--- config.mk ---
export PLATFORM = sky130hd
export DESIGN_NAME = fifo_fill_ctrl
export DESIGN_NICKNAME = d
export VERILOG_FILES = /design/src/rtl/sa_pkg.sv /design/src/rtl/fifo_fill_ctrl.sv
export SDC_FILE = /design/constraint.sdc
export NUM_CORES = 1
export LEC_CHECK = 0
export CAP_MARGIN = 20
export CELL_PAD_IN_SITES_DETAIL_PLACEMENT = 1
export CELL_PAD_IN_SITES_GLOBAL_PLACEMENT = 2
export CORE_ASPECT_RATIO = 0.5
export CORE_MARGIN = 2
export CORE_UTILIZATION = 27
export DETAILED_ROUTE_END_ITERATION = 6
export GPL_TIMING_DRIVEN = 0
export PLACE_DENSITY_LB_ADDON = 0.1
export SYNTH_ARGS = -nofsm -noshare
export SYNTH_HDL_FRONTEND = slang
export SYNTH_SLANG_ARGS = --single-unit
--- constraint.sdc ---
create_clock -name clk -period 4.8 [get_ports clk]
set_input_delay 0.48 -clock clk [delete_from_list [all_inputs] [get_ports clk]]
set_output_delay 0.48 -clock clk [all_outputs]
set_load 0.1 [all_outputs]
--- src/rtl/sa_pkg.sv ---
// ---------------------------------------------------------------------------
// sa_pkg
// Shared definitions for the FIFO fill/drain sequencer, the FIFO bank it
// feeds and the downstream consumer array.
//   state_t    : sequencer state encoding (IDLE, FILL, DRAIN, DONE)
//   *_DEF      : default bank geometry (rows, entries per row, word width)
//   cnt_width  : counter width helper, never narrower than one bit
// ---------------------------------------------------------------------------
package sa_pkg;

    typedef enum logic [1:0] {
        IDLE  = 2'd0,
        FILL  = 2'd1,
        DRAIN = 2'd2,
        DONE  = 2'd3
    } state_t;

    localparam int ROWS_DEF  = 8;
    localparam int DEPTH_DEF = 8;
    localparam int BITS_DEF  = 64;

    // $clog2(1) is 0, which would give a zero-width counter.
    function automatic int cnt_width(input int n);
        return (n > 1) ? $clog2(n) : 1;
    endfunction

endpackage

--- src/rtl/fifo_fill_ctrl.sv ---
// ---------------------------------------------------------------------------
// fifo_fill_ctrl
// Load/drain sequencer placed directly upstream of a bank of ROWS shift-delay
// FIFOs (DEPTH x BITS each). FILL shifts DEPTH accepted words into each row in
// turn, row 0 first; DRAIN then shifts every row together for DEPTH cycles so
// the oldest entries stream out on the FIFO q outputs.
//
// Ports:
//   clk         : clock
//   rst_n       : asynchronous active-low reset
//   start       : begin an operation (honoured only in IDLE)
//   in_data     : upstream write word
//   in_valid    : in_data is valid
//   in_ready    : block accepts in_data this cycle (state == FILL)
//   fifo_d      : data to every FIFO d input (registered)
//   fifo_en     : per-row shift enable (registered)
//   drain_valid : high exactly on the cycles fifo_en is all ones
//   busy        : high whenever not in IDLE
//   done        : one-cycle pulse after the last drain shift
// ---------------------------------------------------------------------------
module fifo_fill_ctrl
    import sa_pkg::*;
#(
    parameter int ROWS  = ROWS_DEF,
    parameter int DEPTH = DEPTH_DEF,
    parameter int BITS  = BITS_DEF
) (
    input  logic            clk,
    input  logic            rst_n,
    input  logic            start,
    input  logic [BITS-1:0] in_data,
    input  logic            in_valid,
    output logic            in_ready,
    output logic [BITS-1:0] fifo_d,
    output logic [ROWS-1:0] fifo_en,
    output logic            drain_valid,
    output logic            busy,
    output logic            done
);

    localparam int RW = cnt_width(ROWS);
    localparam int WW = cnt_width(DEPTH);

    localparam logic [RW-1:0] ROW_LAST  = RW'(ROWS - 1);
    localparam logic [WW-1:0] WORD_LAST = WW'(DEPTH - 1);

    state_t          state_reg;
    logic [RW-1:0]   row_reg;
    logic [WW-1:0]   word_reg;
    logic [BITS-1:0] fifo_d_reg;
    logic [ROWS-1:0] fifo_en_reg;
    logic            drain_valid_reg;
    logic            done_reg;

    logic [ROWS-1:0] row_onehot;
    logic [WW-1:0]   word_next;
    logic            xfer;

    // One-hot decode of the row currently being filled.
    generate
        for (genvar gi = 0; gi < ROWS; gi++) begin : g_row_dec
            assign row_onehot[gi] = (row_reg == RW'(gi));
        end
    endgenerate

    assign word_next = (word_reg == WORD_LAST) ? '0 : word_reg + WW'(1);
    assign xfer      = in_valid && (state_reg == FILL);

    always_ff @(posedge clk or negedge rst_n) begin
        if (!rst_n) begin
            state_reg       <= IDLE;
            row_reg         <= '0;
            word_reg        <= '0;
            fifo_d_reg      <= '0;
            fifo_en_reg     <= '0;
            drain_valid_reg <= 1'b0;
            done_reg        <= 1'b0;
        end else begin
            // Enables and pulses default low; fifo_d holds unless rewritten.
            fifo_en_reg     <= '0;
            drain_valid_reg <= 1'b0;
            done_reg        <= 1'b0;
            case (state_reg)
                IDLE: begin
                    if (start) begin
                        state_reg <= FILL;
                        row_reg   <= '0;
                        word_reg  <= '0;
                    end
                end
                FILL: begin
                    if (xfer) begin
                        fifo_d_reg  <= in_data;
                        fifo_en_reg <= row_onehot;
                        word_reg    <= word_next;
                        if (word_reg == WORD_LAST) begin
                            if (row_reg == ROW_LAST) begin
                                row_reg   <= '0;
                                state_reg <= DRAIN;
                            end else begin
                                row_reg <= row_reg + RW'(1);
                            end
                        end
                    end
                end
                DRAIN: begin
                    // The word counter enters at 0 and wraps back to 0 after
                    // DEPTH shifts; drain_valid_reg tells "not started" apart
                    // from "finished", so no extra counter bit is needed.
                    if (!drain_valid_reg || (word_reg != '0)) begin
                        fifo_en_reg     <= '1;
                        fifo_d_reg      <= '0;
                        drain_valid_reg <= 1'b1;
                        word_reg        <= word_next;
                    end else begin
                        done_reg  <= 1'b1;
                        state_reg <= DONE;
                    end
                end
                DONE: begin
                    state_reg <= IDLE;
                end
                default: begin
                    state_reg <= IDLE;
                end
            endcase
        end
    end

    assign in_ready    = (state_reg == FILL);
    assign busy        = (state_reg != IDLE);
    assign fifo_d      = fifo_d_reg;
    assign fifo_en     = fifo_en_reg;
    assign drain_valid = drain_valid_reg;
    assign done        = done_reg;

endmodule
* Word level (Yosys, flattened, before mapping)
Index checks and enable logic that the tools add are counted.
** Word-level totals
- Flip-flop bits (word level) :: 82
- Output and inout port bits :: 76
- Logic and storage cells :: 65
** Cells by class
- Add/sub/neg operators :: 2
- Equality and inequality tests :: 17
- Mux-type cells :: 25
- Reduce and logical (&&, ||, !) cells :: 14
** Operators by type and width (number)
- two-way mux 64 bit :: 2
- one-hot mux 64 bit (2 select lines) :: 1
- two-way mux 3 bit :: 7
- two-way mux 8 bit :: 2
- one-hot mux 8 bit (2 select lines) :: 1
- == test 3 bit (second input constant) :: 5
- two-way mux 2 bit :: 5
- one-hot mux 3 bit (3 select lines) :: 1
- one-hot mux 2 bit (4 select lines) :: 1
- AND reduction 4 bit :: 2
- adder 3 x 1 -> 3 bit (second input constant) :: 2
- == test 3 x 2 -> 1 bit (second input constant) :: 2
- inequality test 2 x 1 -> 1 bit (second input constant) :: 3
- inequality test 2 bit (second input constant) :: 3
- one-hot mux 3 bit (2 select lines) :: 1
- nonzero test 2 bit :: 3
- nonzero test 3 bit :: 2
- AND reduction 5 bit :: 1
- == test 2 bit (second input constant) :: 2
- two-way mux 1 bit :: 4
- == test 3 x 1 -> 1 bit (second input constant) :: 1
- zero test 3 bit :: 1
- AND reduction 3 bit :: 1
- == test 2 x 1 -> 1 bit (second input constant) :: 1
- other kinds (4) :: 4

* Logic depth before layout (Yosys ltp)
Gate-level depths: netlist (run 1).
- Depth in word-level cells :: 5
- Depth in mapped cells :: 7
- Gate-level depth less buffers :: 5

* Worst setup path before layout (run 1)
No wires, ideal clock.
- Path kind :: reg-to-reg
- Start :: register state_reg[1]
- End :: register state_reg[1]
- Setup time :: 0.125 ns
- Data arrival time :: 2.084 ns
- Required time :: 4.675 ns
- Path slack :: 2.591 ns
- Stages on the path, launching flop included :: 6
- Period minus slack after synthesis :: 2.209 ns
- Cells stage by stage :: dfrtp_1 -> inv_1 -> ha_1 -> a21bo_2 -> o2111ai_1 -> mux2_2
** Between the ends
- Longest elaborated chain between the ends :: 4
- Elaborated cells between the ends (all ways) :: 12
- Those cells by class :: eq/ne (8); mux (1); reduce/logical (3)
** RTL lines
- start: declaration :: RTL line fifo_fill_ctrl.sv:47 : state_t state_reg;
- start signal: assignment :: RTL line fifo_fill_ctrl.sv:71 : state_reg <= IDLE;
- start signal: assignment :: RTL line fifo_fill_ctrl.sv:86 : state_reg <= FILL;
- start signal: assignment :: RTL line fifo_fill_ctrl.sv:99 : state_reg <= DRAIN;
- == test 2 x 1 -> 1 bit (*)
- named net in_ready :: RTL line fifo_fill_ctrl.sv:33 : output logic in_ready,
- logical AND 1 bit :: RTL line fifo_fill_ctrl.sv:67 : assign xfer = in_valid && (state_reg == FILL);
- inequality test 2 x 1 -> 1 bit (no line)
- AND reduction 5 bit (no line)
The timed path passes the listed nets; every way through them passes the cells marked *.
A chain may end at the register's enable or synchronous reset.

* Worst setup path after layout (run 1)
- Start :: register state_reg[1]
- End :: output in_ready
** Between the ends
- Longest elaborated chain between the ends :: 1
** RTL lines
- == test 2 x 1 -> 1 bit :: RTL line fifo_fill_ctrl.sv:130 : assign in_ready = (state_reg == FILL);
- end: declaration :: RTL line fifo_fill_ctrl.sv:33
No other way between the ends.

==> results of run 1 <==
path summary, 6_finish.rpt:
check,end,from
setup / recovery,in_ready,state_reg[1]
hold / removal,fifo_d[19],rst_n
setup reg to reg,fifo_d[35],state_reg[0]
hold reg to reg,fifo_d[53],fifo_d[53]
max in group asynchronous,done,rst_n
min in group clk,fifo_d[53],fifo_d[53]
synthesized netlist by cell type (all sizes together):
cell type  count
o211ai         1
nand2b         2
and3b          1
ha            12
mux2i          2
nor3           2
a21oi          1
and2b          1
a22o           1
o2111ai        1
nand3          6
mux2           1
nor2b          3
nor4           1
nand2          1
or3            1
a211oi         1
a21boi         8
dfrtp         82
a32o           3
and4b          1
nand3b         1
nor2           2
buf            5
or2b           1
clkbuf        26
and2           1
a21bo          1
nand4         67
inv           75
o21ai         64
metrics by stage:
stage	TNS, ns	cell area (µm²)
floorplan	0	3690
global placement	-8.64	5340
detailed placement	0	5370
CTS	0	5670
global route	0	5670
finish	0	5670
worst max-delay path, stage by stage (launching register included):
cell	delay, ns
dfrtp_1	0.39
inv_1	0.08
ha_1	0.31
clkdlybuf4s50_1	1.20
final cells by class:
cell class,count,area (µm²),area share (%)
sequential,82,2050,36.2
timing repair buffer,144,1460,25.7
multi-input combinational,187,1230,21.7
inverter,75,282,4.96
clock buffer,11,243,4.28
tap,176,220,3.88
buffer,31,129,2.27
clock inverter,5,62.6,1.10
layer usage:
metal / global-route usage, % / wire, µm / vias to the layer above / part of all wire, %
met5: 0 / 0 / - / 0
li1: - / - / 1603 / -
met2: 28.4 / 5900 / 52 / 50
met3: 4.02 / 359 / 4 / 3.0
met4: 3.03 / 53 / 0 / 0.45
met1: 22.1 / 5590 / 1623 / 47
cell families (layout without fill, tap and decap cells):
family          Yosys count  in the layout  synth area share, %
simple gates             91             91                 16.0
compound gates           81             81                 12.4
fa+ha+maj                12             12                 4.07
mux                       3              3                0.847
flops                    82             82                 55.6
buf+inv                 106            266                 11.1
==> out/metrics.cfg, run 1 <==
[run_status]
status=completed

[timing]
hold_ws_ns=0.0520
report.final.slew_viol_count=0
max_freq_mhz=357
fin_crit_ns=2.80
fin_ws_ns=2.00
worst_slew_pin_slew_ns=1.01
rsz0062_at_grt=false
post-route-period-util_pct=58.3
finalHoldViolCount=0
clock_skew_ns=0.0116
relSlewSlack_pct=32.8
setup_viol=0

[logic_synthesis]
ys_warn_count=0
synth_top_area_share_pct=55.6
synth_fp_nets=455
yosysTopAreaCell=dfrtp_1
synth_area_per_cell_um2=9.84
synth_area_um2=3690
ys_ff_latch=82
syn_inst=375
seq_area_frac_synth_pct=55.6
synth.distinct_cells=34
synthTopCellsByArea=dfrtp_1 (56%), nand4_1 (11%), o21ai_0 (8.0%), inv_1 (7.6%), ha_1 (4.1%)

[placement]
port_buffers=143
preCtsSetupSlack_ns=2.34
routabilityCongestion=0.708
place_inst=695
dp_hpwl_mm=8.48

[cells_and_area]
drive_above_1_share_pct=5.98
layout_commonest_cell=clkdlybuf4s50_1
largest_reg_flops=64
layout_common_cells=clkdlybuf4s50_1 (142), dfrtp_1 (82), inv_1 (75)
finalNetCount=610
fillers=1527
stdcell_count=711
syn2layout_area_growth_pct=53.7
post-route-util_pct=42.2
antenna_cells=0

[global_route]
grt_start_max_net_pins=60
gr-total-overflow=0
grt_pass1_vias=3419
grt_antenna_before_repair=0
grt_pass1_wl_mm=19.0
track_usage_pct=16.7

[detailed_routing]
first_pass_iters=4
finalWirelength_mm=11.9
first_iter_violations=131
num_vias=3282
wl_per_cell_um=16.7
avgViaCountPerCell=4.62
ant_nets=0
drc=0

[clocking]
hold_buffers=0
cts_tree=yes
cts_buffer_depth=2
cts_resized=0
htreeDepth=3
clkTransAtPathRegs_ns=0.07
cts-root-buf=clkbuf_16
cts.sinks=82
post_cts_buffers=0
cts_buffers=9
clk_latency_ns=0.33

[worst_setup_path]
startpoint_type=flop
cp.arrival_ns=2.32
critPathKind=flop to primary output
crit_fanout=8
rrSetupSlack_ns=2.68
crit_required_ns=4.32
reg2reg_depth=6
crit_path_end_kind=primary output

[floorplanning]
ioPinCount=144
die_w_um=169
design.die.area_um2=14700
fp.dieH_um=86.7
core_um2=13400
floorplan.initialDensity_pct=27.5
rows=30

[min_path]
hp-class=input port to asynchronous set/reset pin

[run]
max-cap-violations=0

Power of run 1 is left out: the tool's default activity adds up to more than one toggle a clock period on the data nets, which glitch-free logic cannot reach.
==> run 2, diff against run 1 <==
--- a/config.mk
+++ b/config.mk
@@ -10,7 +10,7 @@
 export CELL_PAD_IN_SITES_GLOBAL_PLACEMENT = 2
 export CORE_ASPECT_RATIO = 0.5
 export CORE_MARGIN = 2
-export CORE_UTILIZATION = 27
+export CORE_UTILIZATION = 26
 export DETAILED_ROUTE_END_ITERATION = 6
 export GPL_TIMING_DRIVEN = 0
 export PLACE_DENSITY_LB_ADDON = 0.1
==> constraint.sdc (replaced) <==
create_clock -name clk -period 2.6 [get_ports clk]
set_input_delay 0.26 -clock clk [delete_from_list [all_inputs] [get_ports clk]]
set_output_delay 0.26 -clock clk [all_outputs]
set_load 0.1 [all_outputs]
==> run 2 against run 1 <==
- non-clock buffer count is 1 higher
- register-to-register slack worse by 2.2 ns
- worst hold slack better by 0.37 ns
==> out/metrics.cfg, run 2 (synthesis results as in run 1) <==
[timing]
fin_crit_ns=2.31
finalHoldViolCount=0
max_freq_mhz=433
relSlewSlack_pct=30.3
report.final.slew_viol_count=0
clock_skew_ns=0.00775
post-route-period-util_pct=88.8
fin_ws_ns=0.292
setup_viol=0
rsz0062_at_grt=false
worst_slew_pin_slew_ns=1.04

[cells_and_area]
layout_common_cells=clkdlybuf4s50_1 (140), dfrtp_1 (82), inv_1 (75)
fin_area_um2=5730
drive_above_1_share_pct=5.81
antenna_cells=0
fillers=1593
syn2layout_area_growth_pct=55.2
layout_commonest_cell=clkdlybuf4s50_1
post-route-util_pct=41.8
largest_reg_flops=64
finalNetCount=611

[floorplanning]
fp.dieH_um=88.3
core_um2=13700
floorplan.initialDensity_pct=26.9
ioPinCount=144
die_w_um=173
rows=30
design.die.area_um2=15200

[clocking]
clk_latency_ns=0.33
htreeDepth=3
clkTransAtPathRegs_ns=0.06
cts_tree=yes
cts_buffer_depth=2
cts_buffers=9
cts-root-buf=clkbuf_16
post_cts_buffers=0
cts.sinks=82

[global_route]
track_usage_pct=16.1
grt_pass1_wl_mm=19.1
grt_start_max_net_pins=52
grt_pass1_vias=3420
grt_antenna_before_repair=0
gr-total-overflow=0

[detailed_routing]
finalWirelength_mm=11.9
drc=0
first_pass_iters=6
num_vias=3304
first_iter_violations=112
wl_per_cell_um=16.4
avgViaCountPerCell=4.55
ant_nets=0

[worst_setup_path]
crit_path_end_kind=primary output
crit_fanout=8
slowest_stage=dlygate4sd2_1
startpoint_type=flop
crit_required_ns=2.34
critPathMaxStageDelay_ns=0.91
rrSetupSlack_ns=0.50
critPathKind=flop to primary output
worstPathCellList=inv_1, ha_1, dlygate4sd2_1
cp.arrival_ns=2.05

[placement]
dpl_cell_area_um2=5390
routabilityCongestion=0.724
port_buffers=143
dp_hpwl_mm=8.51
preCtsSetupSlack_ns=0.335

[run_status]
status=completed

[run]
max-cap-violations=0

[min_path]
hp-class=input port to asynchronous set/reset pin

## run 2: per-layer routing
metal / vias up / global-route usage [%] / share of wire, %
li1: 1600 / - / -
met5: - / 0 / 0
met3: 8 / 3.65 / 3.4
met2: 65 / 26.4 / 46
met4: 0 / 3.26 / 0.66
met1: 1631 / 22.1 / 50
## run 2: metrics by stage
step	setup TNS, ns	hold WS, ns	cells
2_1_floorplan	0	-0.0356	375
3_3_place_gp	-173.59	0.512	710
3_5_place_dp	0	0.249	711
4_1_cts	0	0.438	726
5_1_grt	0	0.456	726
6_report	0	0.421	726
## run 2: worst max-delay path, delay by kind of cell (launching register included)
| family | cells | cell delay, ns |
|---|---|---|
| buffers and inverters | 2 | 0.99 |
| adder cells (fa/ha/maj) | 1 | 0.33 |
| flip-flops | 1 | 0.40 |
## run 2: area by class of cell
| type | instances | area, µm² | share of cell area [%] |
|---|---|---|---|
| buffer | 31 | 129 | 2.25 |
| inverter | 75 | 282 | 4.91 |
| tap | 192 | 240 | 4.19 |
| multi-input combinational | 187 | 1230 | 21.4 |
| sequential | 82 | 2050 | 35.8 |
| clock inverter | 5 | 105 | 1.83 |
| timing repair buffer | 145 | 1470 | 25.6 |
| clock buffer | 9 | 225 | 3.93 |
## run 2: final timing paths
path / start / endpoint / cells after the start
worst max-delay path: state_reg[1] / in_ready / 3
worst min-delay path: rst_n / fifo_d[10] / 2
worst max register to register: state_reg[0] / fifo_d[62] / 6
worst min register to register: fifo_d[27] / fifo_d[27] / 2
max in group asynchronous: rst_n / fifo_d[14] / 3
min in group clk: in_data[30] / fifo_d[30] / 3
## run 2: timing repair
item / in CTS / in global routing
cloned: 0 / 0
pin swaps: 0 / 0
setup endpoints to repair: 1 / 1
endpoints found under the hold margin: 31 / 0
gates resized for setup: 1 / 1
hold buffers: 1 / 0
Power of run 2 is left out for the same reason.
